## config.mk

```make
export PLATFORM = sky130hd
export DESIGN_NAME = fuzzy_risk_engine
export DESIGN_NICKNAME = d
export VERILOG_FILES = /design/src/rtl/fuzzy_risk_engine.sv
export SDC_FILE = /design/constraint.sdc
export NUM_CORES = 1
export LEC_CHECK = 0
export CAP_MARGIN = 25
export CORE_MARGIN = 3
export CORE_UTILIZATION = 68
export CTS_CLUSTER_SIZE = 24
export DETAILED_ROUTE_END_ITERATION = 8
export GPL_ROUTABILITY_DRIVEN = 0
export PLACE_DENSITY_LB_ADDON = 0.2
export SLEW_MARGIN = 10
export SYNTH_ARGS = -nofsm -noshare
export SYNTH_HDL_FRONTEND = slang
export SYNTH_SLANG_ARGS = --single-unit
```

## constraint.sdc

```tcl
create_clock -name clk -period 12.24 [get_ports clk]
set_input_delay 1.836 -clock clk [delete_from_list [all_inputs] [get_ports clk]]
set_output_delay 1.836 -clock clk [all_outputs]
set_load 0.03 [all_outputs]
```

## src/rtl/fuzzy_risk_engine.sv

```systemverilog
// Two-input fuzzy risk estimator: triangular/shoulder membership, 9-rule min/max
// inference, weighted-singleton defuzzification by a bit-serial divider, hysteretic alarm.
module fuzzy_risk_engine #(
    parameter int W         = 8,
    parameter int RSH       = 4,
    parameter int C_LO      = 30,
    parameter int C_MED     = 50,
    parameter int C_HI      = 70,
    parameter int OUT_L     = 20,
    parameter int OUT_M     = 50,
    parameter int OUT_H     = 90,
    parameter int ALARM_ON  = 75,
    parameter int ALARM_OFF = 60
) (
    input  logic         clk,
    input  logic         rst_n,
    input  logic         in_valid,
    output logic         in_ready,
    input  logic [W-1:0] in_rain,
    input  logic [W-1:0] in_soil,
    output logic         out_valid,
    input  logic         out_ready,
    output logic [W-1:0] out_risk,
    output logic         out_norule,
    output logic         out_alarm
);
    localparam int G  = 1 << RSH;
    localparam int GW = RSH + 1;
    localparam int DW = RSH + 3;
    localparam int NW = W + DW;
    localparam int CW = $clog2(W + 1);

    typedef enum logic [2:0] {IDLE, FUZZ, RULE, DIV, DONE} state_t;

    function automatic logic [GW-1:0] grade_low(input logic [W-1:0] x);
        int xi;
        xi = int'(x);
        if (xi <= C_LO) return GW'(G);
        if (xi < C_LO + G) return GW'(G - (xi - C_LO));
        return '0;
    endfunction

    function automatic logic [GW-1:0] grade_high(input logic [W-1:0] x);
        int xi;
        xi = int'(x);
        if (xi >= C_HI) return GW'(G);
        if (xi > C_HI - G) return GW'(G - (C_HI - xi));
        return '0;
    endfunction

    function automatic logic [GW-1:0] grade_med(input logic [W-1:0] x);
        int d;
        d = int'(x) - C_MED;
        if (d < 0) d = -d;
        if (d < G) return GW'(G - d);
        return '0;
    endfunction

    function automatic logic [GW-1:0] gmin(input logic [GW-1:0] a, input logic [GW-1:0] b);
        return (a < b) ? a : b;
    endfunction

    function automatic logic [GW-1:0] gmax(input logic [GW-1:0] a, input logic [GW-1:0] b);
        return (a > b) ? a : b;
    endfunction

    function automatic logic alarm_next(input logic [W-1:0] r, input logic prev);
        if (int'(r) >= ALARM_ON) return 1'b1;
        if (int'(r) < ALARM_OFF) return 1'b0;
        return prev;
    endfunction

    state_t          state_q, state_d;
    logic [W-1:0]    rain_q, rain_d, soil_q, soil_d;
    logic [GW-1:0]   lr_q, lr_d, mr_q, mr_d, hr_q, hr_d;
    logic [GW-1:0]   ls_q, ls_d, ms_q, ms_d, hs_q, hs_d;
    logic [NW-1:0]   num_q, num_d;
    logic [DW-1:0]   den_q, den_d;
    logic [DW-1:0]   rem_q, rem_d;
    logic [W-1:0]    quo_q, quo_d;
    logic [CW-1:0]   cnt_q, cnt_d;
    logic [W-1:0]    risk_q, risk_d;
    logic            norule_q, norule_d, alarm_q, alarm_d;

    logic [GW-1:0]   w_l, w_m, w_h;
    logic [NW-1:0]   num_rule;
    logic [DW-1:0]   den_rule;
    logic [DW:0]     trial;
    logic            ge;
    logic [DW-1:0]   rem_step;
    logic [W-1:0]    quo_step;

    // Rule base: a level is chosen by how "wet" the pair is overall
    always_comb begin
        w_l = gmax(gmax(gmin(lr_q, ls_q), gmin(lr_q, ms_q)), gmin(mr_q, ls_q));
        w_m = gmax(gmax(gmin(lr_q, hs_q), gmin(mr_q, ms_q)), gmin(hr_q, ls_q));
        w_h = gmax(gmax(gmin(mr_q, hs_q), gmin(hr_q, ms_q)), gmin(hr_q, hs_q));
        num_rule = NW'(w_l) * NW'(OUT_L) + NW'(w_m) * NW'(OUT_M) + NW'(w_h) * NW'(OUT_H);
        den_rule = DW'(w_l) + DW'(w_m) + DW'(w_h);
    end

    // Restoring division step; the remainder starts at num>>W, which is always < den
    always_comb begin
        trial    = {rem_q, quo_q[W-1]};
        ge       = (trial >= {1'b0, den_q});
        rem_step = ge ? (trial[DW-1:0] - den_q) : trial[DW-1:0];
        quo_step = {quo_q[W-2:0], ge};
    end

    always_comb begin
        state_d  = state_q;
        rain_d   = rain_q;
        soil_d   = soil_q;
        lr_d     = lr_q;
        mr_d     = mr_q;
        hr_d     = hr_q;
        ls_d     = ls_q;
        ms_d     = ms_q;
        hs_d     = hs_q;
        num_d    = num_q;
        den_d    = den_q;
        rem_d    = rem_q;
        quo_d    = quo_q;
        cnt_d    = cnt_q;
        risk_d   = risk_q;
        norule_d = norule_q;
        alarm_d  = alarm_q;
        case (state_q)
            IDLE: begin
                if (in_valid) begin
                    rain_d  = in_rain;
                    soil_d  = in_soil;
                    state_d = FUZZ;
                end
            end
            FUZZ: begin
                lr_d    = grade_low(rain_q);
                mr_d    = grade_med(rain_q);
                hr_d    = grade_high(rain_q);
                ls_d    = grade_low(soil_q);
                ms_d    = grade_med(soil_q);
                hs_d    = grade_high(soil_q);
                state_d = RULE;
            end
            RULE: begin
                num_d = num_rule;
                den_d = den_rule;
                if (den_rule == '0) begin
                    risk_d   = '0;
                    norule_d = 1'b1;
                    alarm_d  = alarm_next('0, alarm_q);
                    state_d  = DONE;
                end else begin
                    norule_d = 1'b0;
                    rem_d    = num_rule[NW-1:W];
                    quo_d    = num_rule[W-1:0];
                    cnt_d    = '0;
                    state_d  = DIV;
                end
            end
            DIV: begin
                rem_d = rem_step;
                quo_d = quo_step;
                cnt_d = cnt_q + CW'(1);
                if (cnt_q == CW'(W - 1)) begin
                    risk_d  = quo_step;
                    alarm_d = alarm_next(quo_step, alarm_q);
                    state_d = DONE;
                end
            end
            DONE: begin
                if (out_ready) state_d = IDLE;
            end
            default: state_d = IDLE;
        endcase
    end

    always_ff @(posedge clk or negedge rst_n) begin
        if (!rst_n) begin
            state_q  <= IDLE;
            rain_q   <= '0;
            soil_q   <= '0;
            lr_q     <= '0;
            mr_q     <= '0;
            hr_q     <= '0;
            ls_q     <= '0;
            ms_q     <= '0;
            hs_q     <= '0;
            num_q    <= '0;
            den_q    <= '0;
            rem_q    <= '0;
            quo_q    <= '0;
            cnt_q    <= '0;
            risk_q   <= '0;
            norule_q <= 1'b0;
            alarm_q  <= 1'b0;
        end else begin
            state_q  <= state_d;
            rain_q   <= rain_d;
            soil_q   <= soil_d;
            lr_q     <= lr_d;
            mr_q     <= mr_d;
            hr_q     <= hr_d;
            ls_q     <= ls_d;
            ms_q     <= ms_d;
            hs_q     <= hs_d;
            num_q    <= num_d;
            den_q    <= den_d;
            rem_q    <= rem_d;
            quo_q    <= quo_d;
            cnt_q    <= cnt_d;
            risk_q   <= risk_d;
            norule_q <= norule_d;
            alarm_q  <= alarm_d;
        end
    end

    assign in_ready   = (state_q == IDLE);
    assign out_valid  = (state_q == DONE);
    assign out_risk   = risk_q;
    assign out_norule = norule_q;
    assign out_alarm  = alarm_q;

endmodule

```

=== Word-level counts from Yosys, hierarchy flattened ===
Index checks and enable logic that the tools add are counted.

* Add/subtract/negate cells: 20
* $mul: 3
* $lt $le $gt $ge: 30
* Equality and inequality tests: 12
* Multiplexer cells: 96
* Reduce and logical (&&, ||, !) cells: 8

{| class="wikitable"
|+ Operator list
! kind !! number
|-
| two-way mux 5 bit || 35
|-
| two-way mux 32 bit || 4
|-
| < comparator 32 x 6 -> 1 bit, second input constant || 2
|-
| negation 9 -> 32 bit || 2
|-
| < comparator 5 bit || 9
|-
| two-way mux 1 bit || 41
|-
| one-hot mux 8 bit (2 select lines) || 2
|-
| > comparator 5 bit || 6
|-
| subtractor 5 bit, first input constant || 6
|-
| >= comparator 8 x 7 -> 1 bit, second input constant || 3
|-
| < comparator 8 x 6 -> 1 bit, second input constant || 3
|-
| two-way mux 8 bit || 3
|-
| < comparator 9 x 1 -> 1 bit, second input constant || 2
|-
| subtractor 8 x 6 -> 9 bit, second input constant || 2
|-
| > comparator 8 x 6 -> 1 bit, second input constant || 2
|-
| less-or-equal comparator 8 x 5 -> 1 bit, second input constant || 2
|-
| one-hot mux 3 bit (5 select lines) || 1
|-
| two-way mux 7 bit || 2
|-
| one-hot mux 7 bit (2 select lines) || 1
|-
| adder 12 x 12 -> 13 bit || 1
|-
| adder 10 x 11 -> 12 bit || 1
|-
| two-way mux 3 bit || 4
|-
| multiplier 5 x 6 -> 11 bit, second input constant || 1
|-
| multiplier 5 x 5 -> 10 bit, second input constant || 1
|-
| other kinds (24) || 33
|}

* Flip-flop bits (word level): 85
* Output and inout bits: 12

=== Longest topological paths before layout ===
Gate-level depths: netlist (run 1).

* Depth after elaboration: 14
* Gate-level depth with buffers: 42
* Depth with buffers taken out: 41

=== Least setup slack after synthesis (run 1) ===
OpenSTA, ideal clock, no wires.

* Kind: reg-to-reg
* Start: register hs_q[1]
* End: register rem_q[3]
* Library setup time: 0.126 ns
* Data arrival time: 8.083 ns
* Required time: 12.114 ns
* Setup slack: 4.031 ns
* Cell stages (with the launch flop): 42
* Buffers on the path: 1
* Path through: dfrtp_1 -> inv_1 -> ha_1 -> a21o_1 -> a21oi_1 -> o21ai_2 -> mux2i_1 -> inv_1 -> ha_1 -> nor2b_1 -> o21ai_0 -> nand2b_1 -> a221oi_4 -> a41o_2 -> mux2i_1 -> ha_1 -> nor2b_1 -> o21ai_0 -> (+6 left out) -> ha_1 -> ha_1 -> inv_1 -> fa_1 -> inv_1 -> ha_1 -> a21o_1 -> a21oi_1 -> xnor2_1 -> fa_1 -> inv_1 -> ha_1 -> a21o_1 -> a31o_2 -> a31oi_1 -> xor2_1 -> nor3_1 -> a221o_1

* Longest elaborated chain between the ends: 11
* Elaborated cells on any way between the ends: 25

{| class="wikitable"
|+ RTL lines
! element !! RTL line !! RTL
|-
| start: declaration || 76 || <nowiki>logic [GW-1:0] ls_q, ls_d, ms_q, ms_d, hs_q, hs_d;</nowiki>
|-
| start signal: assignment || 206 || <nowiki>hs_q <= hs_d;</nowiki>
|-
| < comparator 5 bit || 60 || <nowiki>return (a < b) ? a : b;</nowiki>
|-
| two-way mux 5 bit || 60 ||
|-
| > comparator 5 bit || 64 || <nowiki>return (a > b) ? a : b;</nowiki>
|-
| two-way mux 5 bit || 64 ||
|-
| > comparator 5 bit || 64 ||
|-
| two-way mux 5 bit || 64 ||
|-
| multiplier 5 x 5 -> 10 bit / adder 5 x 5 -> 6 bit (equally long branches) || 98, 99 ||
|-
| adder 10 x 11 -> 12 bit / adder 6 x 5 -> 7 bit (equally long branches) || 98, 99 ||
|-
| adder 12 x 12 -> 13 bit / logical NOT 7 bit (equally long branches) || 98, 148 ||
|-
| two-way mux 7 bit / != test 2 bit (equally long branches) || n/a ||
|-
| one-hot mux 7 bit (2 select lines) / AND reduction 2 bit (equally long branches) || n/a ||
|-
| end signal: assignment || 209 || <nowiki>rem_q <= rem_d;</nowiki>
|-
| end: declaration || 79 || <nowiki>logic [DW-1:0] rem_q, rem_d;</nowiki>
|}

Several ways; a longest one is shown, not always the timed one. The select of a mux whose other input is x is not followed.
A chain may end at the register's enable or synchronous reset.

=== Worst setup path in the final report (run 1) ===
* Start: register ms_q[1]
* End: register rem_q[4]

* Longest elaborated chain between the ends: 11
* Elaborated cells on any way between the ends: 30

{| class="wikitable"
|+ RTL lines
! element !! RTL line !! RTL
|-
| start: declaration || 76 ||
|-
| start signal: assignment || 205 || <nowiki>ms_q <= ms_d;</nowiki>
|-
| < comparator 5 bit || 60 ||
|-
| two-way mux 5 bit || 60 ||
|-
| > comparator 5 bit || 64 ||
|-
| two-way mux 5 bit || 64 ||
|-
| > comparator 5 bit || 64 ||
|-
| two-way mux 5 bit || 64 ||
|-
| multiplier 5 x 5 -> 10 bit, or another cell as far along || 98 || <nowiki>num_rule = NW'(w_l) * NW'(OUT_L) + NW'(w_m) * NW'(OUT_M) + NW'(w_h) * NW'(OUT_H);</nowiki>
|-
| adder 10 x 11 -> 12 bit / adder 6 x 5 -> 7 bit (equally long branches) || 98, 99 ||
|-
| adder 12 x 12 -> 13 bit / logical NOT 7 bit (equally long branches) || 98, 148 ||
|-
| two-way mux 7 bit / != test 2 bit (equally long branches) || n/a ||
|-
| one-hot mux 7 bit (2 select lines) / AND reduction 2 bit (equally long branches) || n/a ||
|}

Several ways; a longest one is shown, not always the timed one. The select of a mux whose other input is x is not followed.

==> summary.md, run 1 <==
| Metric | Value |
|---|---|
| CTS Root Buffer Type | clkbuf_16 |
| Cell variety after synth | 73 |
| H-tree levels | 3 |
| Max clock buf depth | 2 |
| Synth Area per Inst | 9.041 sq um |
| Vias in the first global route | 7125 |
| Post-CTS setup buffers | 0 |
| Area of the multi-input gates | 0.006400 sq mm |
| RSZ-0062 raised after global routing | false |
| Top cells by count, synth | ha_1 (145), inv_1 (92), dfrtp_1 (85) |
| Post-DR vias/cell | 6.229 |
| Post-synthesis cell area | 0.009032 sq mm |
| Crit. End Element | flip-flop |
| Post-synth top flop | dfrtp_1 |
| Insertion delay to the later sink of the worst-skew pair | 340 ps |
| Post-route ant nets | 0 |
| Seq/Total Area, Yosys | 0.2355 |
| Row count | 41 |
| Antenna cells | 0 |
| Clk pin slew, worst setup/hold paths | 70 ps |
| GR Overflow Total | 0 |
| Fillers | 948 |
| Fin. max-slew vios | 0 |
| Setup TNS Final | 0 ps |
| Critical Path AT | 9570 ps |
| DRT iter0 DRCs | 512 |
| Initial core utilization | 0.7043 |
| Max_slew headroom | 0.3694 |
| Most frequent CP cell | ha_1 |
| FF/Latch Area | 0.002127 sq mm |
| PortBufs | 31 |
| Critical-path top delay cell | fa_1 |
| Period utilization | 0.7668 |
| Synthesized Nets | 1185 |
| Main area contributors after synthesis | dfrtp_1 (24%), ha_1 (20%), mux2i_1 (4.9%) |
| Fmax | 106.5 MHz |
| Clk_skew | 8.720 ps |
| Syn Inst Count | 999 |
| # setup viols final | 0 |
| Most area-hungry cell type in the Yosys netlist | dfrtp_1 |
| Routed len/inst | 17.43 um |
| Floorplan core area | 0.01282 sq mm |
| Async SR Flop Fraction | 1.000 |
| WP data required | 12420 ps |
| Worst path max stage delay | 490 ps |
| Fin crit period | 9386 ps |
| Hold_buf cts | 0 |
| Final hold viol count | 0 |
| Die width | 121.3 um |
| Via count | 7400 |
| Die footprint | 0.01470 sq mm |
| PostCTS Resize Cnt | 0 |
| Post-synth EDFFs | 0 |
| Drc violations | 0 |
| Die Ht | 121.3 um |
| Yosys top cell area share | 0.2355 |
| Global-route wire length before repair | 34.79 mm |
| Least-Margin Pin Slew | 945.9 ps |
| Synth warn | 0 |
| TritonCTS Sinks | 85 |
| TritonCTS Buffers | 9 |
| MaxCap Viol Count | 0 |
| Outcome | completed |
| Hpwl dp | 15.78 mm |
| Setup CP Type | flip-flop to flip-flop |
| Pin count of the biggest net entering global routing | 78 |
| I/O pin count | 32 |
| Layout cell share with drive strength beyond 1 | 0.06693 |
| Startpoint types | flip-flop |
| CTS tree | done |
| Final wirelength | 20.71 mm |
| Area Overhead vs Synth | 7.993% |
| Initial antenna violation count | 0 |
| Final net count | 1197 |
| Most instantiated library cell after synthesis | ha_1 |
| GRT Util Overall | 0.2919 |
| Hold WC Path Type | flip-flop to flip-flop |
| DRT Pass-1 Iters | 5 |
| CP Max Fanout | 11 |
| #FFs+latches synth | 85 |
-- placed cells by master, fill, tap and decap left out, drive strengths merged, types with 27 or more instances in the layout --
cell type        n
a21oi           69
dfrtp           85
a22o            27
ha             145
a21o            32
clkdlybuf4s50   30
mux2i           46
o21ai           62
nand2           75
inv             93
nor2            63
-- path summary, 6_finish.rpt --
kind	startpoint	slack, ps	end	cells after the start
hold / removal	den_q[6]	490	den_q[6]	2
hold reg to reg	den_q[6]	490	den_q[6]	2
min in group asynchronous	rst_n	1300	rem_q[3]	1
setup reg to reg	ms_q[1]	2850	rem_q[4]	40
max in group asynchronous	rst_n	9790	ls_q[2]	2
setup / recovery	ms_q[1]	2850	rem_q[4]	40
-- flip-flops by register name (all words and copies together) (netlist names), 7 cells and up --
signal    cells
quo_q         8
den_q         7
rain_q        8
out_risk      8
rem_q         7
soil_q        8
-- critical path: cells and delay by family, from the launching register on --
family / cells / cell delay (ps)
AO/OA/AOI/OAI: 18 / 3870
XOR/XNOR: 1 / 150
adder cells (fa/ha/maj): 9 / 3040
buffers and inverters: 4 / 270
flip-flops: 1 / 460
multiplexers: 2 / 630
AND/OR/NAND/NOR: 6 / 810
-- layout make-up --
class / instances / share of cell area
clock buffer: 12 / 0.02732
timing repair buffer: 33 / 0.03309
inverter: 92 / 0.03540
tap: 172 / 0.02206
sequential: 85 / 0.2181
clock inverter: 4 / 0.007953
multi-input combinational: 790 / 0.6561
-- layer usage --
metal	track usage	part of all wire	wire [um]	vias to the layer above
met4	0.07773	0.020	410	0
met3	0.03403	0.056	1162	41
met1	0.4346	0.47	9753	3502
li1	-	-	-	3609
met5	0	0	0	-
met2	0.4533	0.45	9379	248
-- kinds of logic (layout without fill, tap and decap cells) --
group,count (synthesis),count (layout),synth area share
and+or+nand+nor,242,242,0.1324
adders and majority gates,166,166,0.2474
xor gates and xnor gates,44,44,0.04267
DFF,85,85,0.2355
muxes,70,70,0.08408
AOI/OAI and AO/OA,268,268,0.2020
buffers and inverters,124,141,0.05596
-- stage by stage --
| stage | area (sq um) | setup slack [ps] | utilization | hold slack [ps] | instances |
|---|---|---|---|---|---|
| 2_1_floorplan | 9032 | 4031 | - | 448.5 | 999 |
| 3_3_place_gp | 9410 | 3110 | 0.7338 | 466.2 | 1172 |
| 3_5_place_dp | 9410 | 2928 | 0.7338 | 469.7 | 1172 |
| 4_1_cts | 9754 | 2899 | 0.7606 | 489.2 | 1188 |
| 5_1_grt | 9754 | 2163 | 0.7606 | 502.3 | 1188 |
| 6_report | 9754 | 2854 | 0.7606 | 487.8 | 1188 |
Power of run 1 is not shown: default switching activity piles up to over one toggle a cycle in this logic, so the estimate is an artifact.
==> inputs of run 2 (changes only) <==
--- a/config.mk
+++ b/config.mk
@@ -7,7 +7,7 @@
 export LEC_CHECK = 0
 export CAP_MARGIN = 25
 export CORE_MARGIN = 3
-export CORE_UTILIZATION = 68
+export CORE_UTILIZATION = 57
 export CTS_CLUSTER_SIZE = 24
 export DETAILED_ROUTE_END_ITERATION = 8
 export GPL_ROUTABILITY_DRIVEN = 0
==> constraint.sdc (replaced) <==
create_clock -name clk -period 8.1 [get_ports clk]
set_input_delay 1.215 -clock clk [delete_from_list [all_inputs] [get_ports clk]]
set_output_delay 1.215 -clock clk [all_outputs]
set_load 0.03 [all_outputs]
==> run 2 against run 1 <==
Net effect:
- design area grew 14%
- critical endpoint is now rem_q[3]
- the flow now finishes with violations (negative setup slack)
- global-route usage decreased by 3.3 points
- via count grew 5.6%
- final cell count grew 11%
- worst setup slack worse by 2900 ps
- sequential cell count did not move
- critical path depth decreased by 1
==> summary.md, run 2 (synthesis results as in run 1) <==
| Metric | Value |
|---|---|
| Hpwl dp | 17.27 mm (+9.4%) |
| Worst path max stage delay | 530 ps (+40 ps) |
| Startpoint types | flip-flop |
| Fin crit period | 8112 ps (-1274 ps) |
| Post-route ant nets | 0 (unchanged) |
| Critical-path top delay cell | fa_1 |
| Row count | 45 (+9.8%) |
| RSZ-0062 raised after global routing | true |
| Fin. max-slew vios | 0 (unchanged) |
| Floorplan core area | 0.01537 sq mm (+20%) |
| Max_slew headroom | 0.3949 (+0.02557) |
| Global-route wire length before repair | 37.49 mm (+7.8%) |
| Period utilization | 1.001 (+0.2347) |
| Final net count | 1291 (+7.9%) |
| PortBufs | 31 (unchanged) |
| Vias in the first global route | 7547 (+5.9%) |
| Outcome | finished with violations |
| Post-DR vias/cell | 5.914 (-5.1%) |
| Initial core utilization | 0.5876 (-0.1167) |
| Commonest non-fill, non-tap cell in the layout | ha_1 |
| Layout cell share with drive strength beyond 1 | 0.2225 (+0.1556) |
| Via count | 7812 (+5.6%) |
| Pin count of the biggest net entering global routing | 68 (-13%) |
| MaxCap Viol Count | 0 (unchanged) |
| Final wirelength | 23.50 mm (+13%) |
| Insertion delay to the later sink of the worst-skew pair | 340 ps (about the same) |
| Crit. End Element | flip-flop |
| Routed len/inst | 17.79 um (+2.1%) |
| CTS Root Buffer Type | clkbuf_16 |
| I/O pin count | 32 (unchanged) |
| TritonCTS Buffers | 9 (unchanged) |
| Die footprint | 0.01739 sq mm (+18%) |
| Area Overhead vs Synth | 22.83% |
| Setup CP Type | flip-flop to flip-flop |
| Antenna cells | 0 (unchanged) |
| Hold_buf cts | 0 (unchanged) |
| Least-Margin Pin Slew | 907.6 ps (-38.35 ps) |
| GR Overflow Total | 0 (unchanged) |
| CP Max Fanout | 4 (-7) |
| CP Buf/Inv Count | 5 (+1) |
| Setup TNS Final | -12.09 ps (-12.09 ps) |
| Top delay family on crit path | compound AO/OA/AOI/OAI gates |
| H-tree levels | 3 (unchanged) |
| WP data required | 8320 ps (-4100 ps) |
| Commonest cells after routing, fill and taps aside | ha_1 (127), buf_4 (90), dfrtp_1 (84), inv_1 (83), nand2_1 (75) |
| Die width | 131.9 um (+8.8%) |
| Critical Path AT | 8330 ps (-1240 ps) |
| Clk_skew | 10.19 ps (+1.470 ps) |
| Die Ht | 131.9 um (+8.8%) |
| Fmax | 123.3 MHz (+16%) |
| DRT Pass-1 Iters | 5 (unchanged) |
| # setup viols final | 1 (+1) |
| Hold WC Path Type | flip-flop to flip-flop |
| Initial antenna violation count | 0 (unchanged) |
| Failing checks | negative setup slack |
| DRT iter0 DRCs | 655 (+28%) |
| Drc violations | 0 (unchanged) |
| Max clock buf depth | 2 (unchanged) |
| Final hold viol count | 0 (unchanged) |
| GRT Util Overall | 0.2593 (-0.03257) |
| CTS tree | done |
| Clk pin slew, worst setup/hold paths | 60 ps (about the same) |
| TritonCTS Sinks | 85 (unchanged) |
| Worst setup slack after layout | -12.09 ps (-2866 ps) |
[run 2: worst paths after layout]
check / from / end / slack (ps) / depth (start not counted)
setup / recovery: ms_q[1] / rem_q[3] / -10 / 39
hold / removal: den_q[6] / den_q[6] / 480 / 2
setup reg to reg: ms_q[1] / rem_q[3] / -10 / 39
hold reg to reg: den_q[6] / den_q[6] / 480 / 2
max in group asynchronous: rst_n / lr_q[1] / 6170 / 2
min in group asynchronous: rst_n / rem_q[3] / 750 / 1
[run 2: area by class of cell]
class	instances	area [sq um]
sequential	85	2128
fill	1142	4277
tap	211	264.0
timing repair buffer	126	1044
multi-input combinational	791	7028
clock inverter	6	43.79
clock buffer	10	239.0
inverter	92	347.8
[run 2: stage by stage]
step                worst slack [ps]  area (sq um)  hold WS, ps  instances  utilization
floorplan                      7.757          9037        448.5        999            -
global placement              -213.9          9997        467.2       1282       0.6504
detailed placement            -322.2          9997        470.6       1282       0.6504
CTS                           -8.087         10400        489.5       1301       0.6767
global route                  -303.3         11090        520.8       1321       0.7218
finish                        -12.09         11090        480.7       1321       0.7218
[run 2: worst register-to-register path, delay by kind of cell, from the launching register on]
kind | cells | cell delay (ps)
XOR/XNOR | 2 | 290
buffers and inverters | 5 | 410
AND/OR/NAND/NOR | 4 | 430
adder cells (fa/ha/maj) | 9 | 2720
flip-flops | 1 | 410
multiplexers | 2 | 560
AO/OA/AOI/OAI | 17 | 3160
[run 2: layer usage]
layer,vias up,GRT usage,routed length (um)
met5,-,0,0
met2,230,0.4131,10890
met3,32,0.03130,1368
met1,3742,0.3821,10890
met4,0,0.05193,346
li1,3808,-,-
[run 2: repair_timing]
action,in CTS,in global routing
buffers inserted,3,19
pin swaps,7,61
gates cloned,0,1
gates resized for setup,20,102
setup endpoints to repair,5,24
Power of run 2 is left out for the same reason.
